--- src/rtl/mult_div_unit_pkg.sv ---
// Shared definitions for the HI/LO multiply/divide unit: op and state encodings
// plus the iteration count.
package mult_div_unit_pkg;

    localparam int ITERATIONS = 32;
    localparam int CNT_W      = 6;

    typedef enum logic [2:0] {
        OP_NONE  = 3'd0,
        OP_MULT  = 3'd1,
        OP_MULTU = 3'd2,
        OP_DIV   = 3'd3,
        OP_DIVU  = 3'd4,
        OP_MTHI  = 3'd5,
        OP_MTLO  = 3'd6,
        OP_RSVD  = 3'd7
    } op_t;

    typedef enum logic [1:0] {
        ST_IDLE = 2'd0,
        ST_MUL  = 2'd1,
        ST_DIV  = 2'd2,
        ST_FIX  = 2'd3
    } state_t;

endpackage

--- src/rtl/mult_div_unit_add_sub.sv ---
// 33-bit adder/subtractor shared by the multiply (add) and divide (subtract) steps.
module add_sub_33 (
    input  logic [32:0] a,
    input  logic [32:0] b,
    input  logic        sub,
    output logic [32:0] sum
);

    assign sum = a + (b ^ {33{sub}}) + 33'(sub);

endmodule

--- src/rtl/mult_div_unit.sv ---
// Iterative HI/LO multiply/divide unit: shift-add multiply, restoring divide,
// sign fix-up in a final cycle, MTHI/MTLO writes and MFHI/MFLO stall request.
//   state   | meaning
//   ST_IDLE | waiting; accepts mult/div, performs MTHI/MTLO
//   ST_MUL  | one shift-add step per cycle, then one terminal-count cycle
//   ST_DIV  | one restoring shift-subtract step per cycle, then terminal-count cycle
//   ST_FIX  | sign correction and HI/LO write, back to idle
module mult_div_unit
    import mult_div_unit_pkg::*;
(
    input  logic        clk,
    input  logic        reset_n,
    input  logic        op_valid,
    input  logic [2:0]  op,
    input  logic [31:0] rs_data,
    input  logic [31:0] rt_data,
    input  logic        read_hi,
    input  logic        read_lo,
    output logic [31:0] hilo_data,
    output logic        busy,
    output logic        mult_div_stall
);

    state_t             state, state_nxt;
    op_t                op_e;
    logic [31:0]        hi, lo;
    logic [CNT_W-1:0]   count;
    logic [31:0]        opnd, acc, quo;
    logic               is_div, neg_main, neg_rem;

    logic               accept_mul, accept_div, signed_op, count_done, div_ok;
    logic [31:0]        rs_mag, rt_mag;
    logic [32:0]        add_a, add_b, sum;
    logic [63:0]        prod_fix;
    logic [31:0]        quo_fix, rem_fix;

    assign op_e       = op_t'(op);
    assign signed_op  = (op_e == OP_MULT) || (op_e == OP_DIV);
    assign accept_mul = (state == ST_IDLE) && op_valid && ((op_e == OP_MULT) || (op_e == OP_MULTU));
    assign accept_div = (state == ST_IDLE) && op_valid && ((op_e == OP_DIV) || (op_e == OP_DIVU));
    assign rs_mag     = (signed_op && rs_data[31]) ? 32'd0 - rs_data : rs_data;
    assign rt_mag     = (signed_op && rt_data[31]) ? 32'd0 - rt_data : rt_data;
    assign count_done = (count == CNT_W'(ITERATIONS));

    // Multiply adds opnd only when the current multiplier bit is set; divide
    // subtracts the divisor from the partial remainder shifted left by one.
    assign add_a = (state == ST_DIV) ? {acc, quo[31]} : {1'b0, acc};
    assign add_b = {1'b0, ((state == ST_MUL) && !quo[0]) ? 32'd0 : opnd};

    add_sub_33 u_add_sub (
        .a   (add_a),
        .b   (add_b),
        .sub (state == ST_DIV),
        .sum (sum)
    );

    assign div_ok   = !sum[32];
    assign prod_fix = neg_main ? 64'd0 - {acc, quo} : {acc, quo};
    assign quo_fix  = neg_main ? 32'd0 - quo : quo;
    assign rem_fix  = neg_rem  ? 32'd0 - acc : acc;

    always_comb begin
        state_nxt = state;
        case (state)
            ST_IDLE: begin
                if (accept_mul)      state_nxt = ST_MUL;
                else if (accept_div) state_nxt = ST_DIV;
            end
            ST_MUL, ST_DIV: if (count_done) state_nxt = ST_FIX;
            ST_FIX:  state_nxt = ST_IDLE;
            default: state_nxt = ST_IDLE;
        endcase
    end

    always_ff @(posedge clk) begin
        if (!reset_n) begin
            state    <= ST_IDLE;
            hi       <= '0;
            lo       <= '0;
            count    <= '0;
            opnd     <= '0;
            acc      <= '0;
            quo      <= '0;
            is_div   <= 1'b0;
            neg_main <= 1'b0;
            neg_rem  <= 1'b0;
        end else begin
            state <= state_nxt;
            case (state)
                ST_IDLE: begin
                    if (op_valid && op_e == OP_MTHI) hi <= rs_data;
                    if (op_valid && op_e == OP_MTLO) lo <= rs_data;
                    if (accept_mul || accept_div) begin
                        count  <= '0;
                        opnd   <= rt_mag;
                        quo    <= rs_mag;
                        acc    <= '0;
                        is_div <= accept_div;
                        // A zero divisor must leave the all-ones quotient unnegated.
                        neg_main <= signed_op && (rs_data[31] ^ rt_data[31])
                                    && (accept_mul || rt_data != 32'd0);
                        neg_rem  <= signed_op && rs_data[31];
                    end
                end
                ST_MUL: if (!count_done) begin
                    count <= count + 1'b1;
                    acc   <= sum[32:1];
                    quo   <= {sum[0], quo[31:1]};
                end
                ST_DIV: if (!count_done) begin
                    count <= count + 1'b1;
                    acc   <= div_ok ? sum[31:0] : add_a[31:0];
                    quo   <= {quo[30:0], div_ok};
                end
                ST_FIX: begin
                    if (is_div) begin
                        hi <= rem_fix;
                        lo <= quo_fix;
                    end else begin
                        hi <= prod_fix[63:32];
                        lo <= prod_fix[31:0];
                    end
                end
                default: ;
            endcase
        end
    end

    assign busy           = (state != ST_IDLE);
    assign hilo_data      = read_hi ? hi : lo;
    assign mult_div_stall = busy && (read_hi || read_lo ||
                            (op_valid && (op != 3'd0) && (op != 3'd7)));

endmodule

--- config.mk ---
export PLATFORM = sky130hd
export DESIGN_NAME = mult_div_unit
export DESIGN_NICKNAME = d
export VERILOG_FILES = /design/src/rtl/mult_div_unit_pkg.sv /design/src/rtl/mult_div_unit_add_sub.sv /design/src/rtl/mult_div_unit.sv
export SDC_FILE = /design/constraint.sdc
export NUM_CORES = 1
export LEC_CHECK = 0
export ABC_CLOCK_PERIOD_IN_PS = 5300
export CAP_MARGIN = 30
export CELL_PAD_IN_SITES_DETAIL_PLACEMENT = 1
export CELL_PAD_IN_SITES_GLOBAL_PLACEMENT = 1
export CORE_MARGIN = 2
export CORE_UTILIZATION = 35
export DETAILED_ROUTE_END_ITERATION = 8
export PLACE_DENSITY = 0.67
export SLEW_MARGIN = 5
export SYNTH_ARGS = -nofsm -noshare
export SYNTH_HDL_FRONTEND = slang
export SYNTH_HIERARCHICAL = 1
export SYNTH_SLANG_ARGS = --single-unit
--- constraint.sdc ---
create_clock -name clk -period 5.3 [get_ports clk]
set_clock_uncertainty 0.2 [all_clocks]
set_input_delay 1.59 -clock clk [delete_from_list [all_inputs] [get_ports clk]]
set_output_delay 1.59 -clock clk [all_outputs]
set_load 0.01 [all_outputs]
## Word level (Yosys, flattened, before mapping)

Cells that the tools add are included.

- Flip-flop bits (word level): 171
- Output and inout port bits: 34
- Word-level logic and storage cells: 105

- $add $sub $neg: 8
- Eq/ne operators: 19
- Muxes and demuxes: 30
- Bitwise logic cells: 2
- Reductions and logical operators: 36

Operator list:

| kind | number |
|---|---|
| 2-to-1 mux 32 bit | 17 |
| case mux 32 bit (3 select lines) | 2 |
| case mux 32 bit (2 select lines) | 2 |
| subtractor 1 x 32 -> 32 bit, first input constant | 4 |
| 2-to-1 mux 64 bit | 1 |
| subtractor 1 x 64 -> 64 bit, first input constant | 1 |
| adder 33 x 1 -> 33 bit | 1 |
| adder 33 bit | 1 |
| 2-to-1 mux 33 bit | 1 |
| bitwise XOR 32 x 33 -> 33 bit | 1 |
| nonzero test 32 bit | 1 |
| logical AND 1 bit | 13 |
| 2-to-1 mux 6 bit | 2 |
| case mux 6 bit (2 select lines) | 1 |
| equality test 3 bit, second input constant | 3 |
| != test 2 x 1 -> 1 bit, second input constant | 4 |
| AND reduction 2 bit | 4 |
| logical OR 1 bit | 7 |
| adder 6 x 1 -> 6 bit, second input constant | 1 |
| equality test 3 x 2 -> 1 bit, second input constant | 2 |
| equality test 6 bit, second input constant | 1 |
| 2-to-1 mux 2 bit | 3 |
| != test 2 bit, second input constant | 3 |
| != test 3 bit, second input constant | 2 |
| 12 further kinds | 17 |

## Depth between registers and ports, before layout

- Word-level depth: 9
- Gate-level depth with buffers: 23
- Mapped depth without buffers: 19

## Hierarchy

The synthesis kept the hierarchy.

Modules (own cells, without submodules):

| module | instances | cells an instance | area an instance (um2) | sequential area each (um2) |
|---|---|---|---|---|
| mult_div_unit | 1 | 1675 | 12841.1 | 3423.3 |
| add_sub_33 | 1 | 293 | 2049.5 | 0.0 |

## Least setup slack after synthesis

No wires, ideal clock.

- Path type: reg-to-reg
- Start point: register state[0]
- End point: register acc[17]
- Library setup time: 132 ps
- Arrival: 4685 ps
- Data required time: 4968 ps
- Setup slack: 283 ps
- Cell stages (with the launch flop): 22
- Period minus slack after synthesis: 5017 ps
- Cell sequence: dfxtp_1 inv_1 ha_1 clkbuf_1 clkbuf_1 buf_1 mux2_2 ha_1 clkbuf_2 a211o_1 a21oi_1 o211ai_1 a21o_1 a21oi_1 o21ai_0 xnor2_1 clkbuf_1 clkbuf_1 mux2_2 a22o_1 nand3_1 a21oi_1

RTL lines:

| item | RTL line | RTL |
|---|---|---|
| from (decl) | mult_div_unit.sv:24 | `state_t state, state_nxt;` |
| from (signal assigned) | mult_div_unit.sv:88 | `state <= state_nxt;` |
| equality test 2 bit | mult_div_unit.sv:47 | `assign add_a = (state == ST_DIV) ? {acc, quo[31]} : {1'b0, acc};` |
| 2-to-1 mux 33 bit | mult_div_unit.sv:47 |  |
| net add_a[15] | mult_div_unit.sv:33 | `logic [32:0] add_a, add_b, sum;` |
| adder 33 bit | mult_div_unit_add_sub.sv:9 | `assign sum = a + (b ^ {33{sub}}) + 33'(sub);` |
| adder 33 x 1 -> 33 bit | mult_div_unit_add_sub.sv:9 |  |
| net sum[32] | mult_div_unit.sv:33 |  |
| 2-to-1 mux 32 bit | mult_div_unit.sv:112 | `acc <= div_ok ? sum[31:0] : add_a[31:0];` |
| 2-to-1 mux 32 bit | mult_div_unit.sv:110 | `ST_DIV: if (!count_done) begin` |
| case mux 32 bit (3 select lines) | mult_div_unit.sv:89 | `case (state)` |
| to (signal assigned) | mult_div_unit.sv:107 | `acc <= sum[32:1];` |
| to (signal assigned) | mult_div_unit.sv:112 |  |
| to (decl) | mult_div_unit.sv:28 | `logic [31:0] opnd, acc, quo;` |

The timed path passes the listed nets, and every way through them passes these cells. The select of a mux whose other input is x is not followed.
A chain may end at the register's enable or synchronous reset.

## Worst setup path in the final report

- Start point: input port op[1]
- End point: output port mult_div_stall

- Word-level cells in the longest chain between the ends: 5

Ends and longest elaborated chain:

| item | RTL line | RTL |
|---|---|---|
| from (decl) | mult_div_unit.sv:14 | `input logic [2:0] op,` |
| nonzero test 3 bit | mult_div_unit.sv:132 | `(op_valid && (op != 3'd0) && (op != 3'd7)));` |
| logical AND 1 bit | mult_div_unit.sv:132 |  |
| logical AND 1 bit * | mult_div_unit.sv:132 |  |
| logical OR 1 bit * | mult_div_unit.sv:131 | `assign mult_div_stall = busy && (read_hi \|\| read_lo \|\|` |
| logical AND 1 bit * | mult_div_unit.sv:131 |  |
| to (decl) | mult_div_unit.sv:21 | `output logic mult_div_stall` |

Every way passes the cells marked *; elsewhere a longest branch is shown, timed or not.

==> run_results.csv <==
group,metric,value,unit
logic_synthesis,synthCells,1968,
global_route,overflow,0,
timing,post-route-period-util,95.4,%
drt,drc_errors,0,
logic_synthesis,synth-seq-cells,171,
drt,routedWlPerCell,24.3,um
logic_synthesis,synth_area_leaders,"dfxtp_1, mux2_2, xor2_1",
drt,vias,15406,
timing,fmaxAchievable,198,MHz
cts,cts_made_buffers,17,
setup_path,ff2ff_setup_slack,0.36,ns
worst_hold_path,hp-start,"lo[16]$_SDFFE_PN0P_",
drt,ant_nets,0,
cts,clk_pin_slew,0.07,ns
worst_hold_path,whs_path_depth,2,
finish,layout-drive-gt1-share,11.1,%
logic_synthesis,async_flop_share,0,%
finish,post-route-util,40.4,%
setup_path,cp_max_fo,4,
cts,cts_tree,"yes",
logic_synthesis,yosysSeqAreaShare,23.0,%
logic_synthesis,synth_most_common_cell,"a21oi_1",
logic_synthesis,synth.distinct_cells,87,
cts,clk_latency,0.50,ns
setup_path,cp-startpoint,"op[1]",
logic_synthesis,synthTopCellsByCount,"a21oi_1, dfxtp_1, nand2_1",
logic_synthesis,avgSynthCellArea,7.57,sq um
setup_path,critPathRequiredTime,3.51,ns
logic_synthesis,ys_warn_count,6,
global_route,grt_first_pass_wirelength,93500,um
drt,dr.first_iter.drc_count,936,
global_route,grt_max_degree,76,
die,dieArea,44200,sq um
setup_path,end_kind,"output pin",
cts,cts_hold_buf,0,
timing,timing.final.hold_violations,0,
cts,cts_resized,0,
finish,n_fill_cell,5097,
global_route,grt_pass1_vias,15588,
finish,multi_input_area,10700,sq um
power_and_ir_drop,ir_drop,0.260,mV
cts,cts_root_buffer,"clkbuf_16",
die,start_util,35.5,%
die,dieHeight,210,um
logic_synthesis,synth_top_area_share,23.0,%
timing,setup_viol_count_final,0,
die,pin_count,106,
logic_synthesis,syn_area,14900,sq um
setup_path,worst-r2r-cell-count,18,
global_route,antenna_found_initial,1,
timing,finalCriticalPeriod,5.06,ns
setup_path,path_class,"in2out",
finish,nets,2066,
timing,worst_slew_pin_slew,0.940,ns
worst_hold_path,holdCritPathClass,"reg2reg",
cts,cts.sinks,171,
cts,cts_setup_buffers,0,
setup_path,start_kind,"primary input",
cts,clock_path_buffers,2,
drt,viasPerCell,6.16,
global_route,grt_usage,27.5,%
timing,slew_headroom,36.7,%
finish,antenna_cells,0,
power_and_ir_drop,p_per_area,384,nW/um^2
logic_synthesis,post-synth-top-area-cell,"dfxtp_1",
setup_path,reg2reg_to,"quo[0]$_SDFFE_PN0P_",
setup_path,crit_arrival,3.27,ns
drt,drt_pre_antenna_iters,5,
die,rows,75,
placement,io_buffer_count,105,
logic_synthesis,synth_nets,2082,
worst_hold_path,hold_path_end,"lo[16]$_SDFFE_PN0P_",
timing,setup_tns,0,ns
setup_path,worstReg2RegStart,"state[0]$_SDFFE_PN0P_",
timing,slew_violations,0,
cts,htreeDepth,4,
finish,final-seq-area,3420,sq um
logic_synthesis,synth_ff_type,"dfxtp_1",
drt,totalWireLength,60900,um
timing,rsz0062_at_grt,"false",
die,die_x,210,um
power_and_ir_drop,leakage,6.27,nW
run,drv_cap,0,
outcome,status,"finished, final reports clean",
placement,gp_congestion,0.926,
die,core,41900,sq um
logic_synthesis,synth_edf_count,0,
placement,post-dp-hpwl,46100,um
finish,area_growth,13.7,%
[cells in the final DEF (no fill, tap or decap), types with 16 or more instances in the layout]
cell and count:
a21oi_1 175, dfxtp_1 171, nand2_1 156, nor2_1 141
xor2_1 103, clkdlybuf4s50_1 103, o21ai_0 97, mux2_2 96
nand3_1 70, xnor2_1 59, a211oi_1 46, nor3_1 44
and2_1 42, buf_4 39, ha_1 37, nor4_1 35
or3_1 33, a31oi_1 33, a22o_1 33, inv_1 32
o211ai_1 32, o31ai_1 30, or4_1 27, nand4_1 21
o41ai_1 19, a221o_1 17, clkbuf_16 17, a22oi_1 16
[layout make-up]
class,count,area share (%)
clock buffers,20,2.58
clock inverters,10,0.850
inverters,33,0.746
multi-input cells,1580,63.2
flip-flops and latches,171,20.2
well taps,539,3.98
repair buffers,149,8.42
[per-layer routing]
layer	vias up	part of all wire (%)	track usage, %
li1	7255	-	-
met1	7639	43	34.0
met2	387	48	46.8
met3	123	4.1	3.84
met4	2	4.7	13.9
met5	-	0.018	0
[registers in the layout, indices dropped and copies added, names as in the netlist]
register and count:
count 6, neg_rem 1, neg_main 1, hi 32, lo 32, opnd 32
quo 32, state 2, acc 32, is_div 1
[cell families after synthesis]
kind of cell,after synthesis,synth area share (%)
multiplexers,109,8.13
adder cells (fa/ha/maj),42,3.58
other,1,0.0252
XOR/XNOR,163,9.59
AO/OA/AOI/OAI,618,27.8
flip-flops,171,23.0
AND/OR/NAND/NOR,647,22.2
buffers and inverters,217,5.67
[power breakdown]
part | internal, mW | switching (mW) | leakage, nW
Clock | 0.737 | 0.606 | 0.273
Sequential | 1.46 | 0.262 | 1.39
Combinational | 1.23 | 2.21 | 4.61
Total | 3.43 | 3.07 | 6.27
[worst max path at each step]
| stage | slack [ns] | end | cells after the start |
|---|---|---|---|
| 6_report | 0.24 | mult_div_stall | 5 |
| 5_1_grt | 0.05 | quo[0]$_SDFFE_PN0P_ | 20 |
| 4_1_cts | 0.23 | mult_div_stall | 5 |
| 3_5_place_dp | 0.24 | mult_div_stall | 5 |
| 3_3_place_gp | 0.23 | mult_div_stall | 5 |
| 2_1_floorplan | 0.28 | acc[17]$_SDFFE_PN0P_ | 21 |
[metrics by stage]
stage	cells	worst slack (ns)	hold slack (ns)	power, mW	area [sq um]
global placement	2470	0.231	0.240	5.07	16300
floorplan	1968	0.283	0.227	4.03	14900
detailed placement	2472	0.236	0.247	5.15	16400
global route	2502	0.0540	0.281	6.91	16900
CTS	2502	0.230	0.258	6.51	16900
finish	2502	0.241	0.257	6.50	16900
[critical path, stage by stage]
cell and delay [ns]:
clkdlybuf4s50_1 0.42, or3_1 0.43, a311oi_1 0.28, nor2_1 0.06, clkdlybuf4s50_1 0.48
Note: power is estimated with default switching activity, not from simulation.
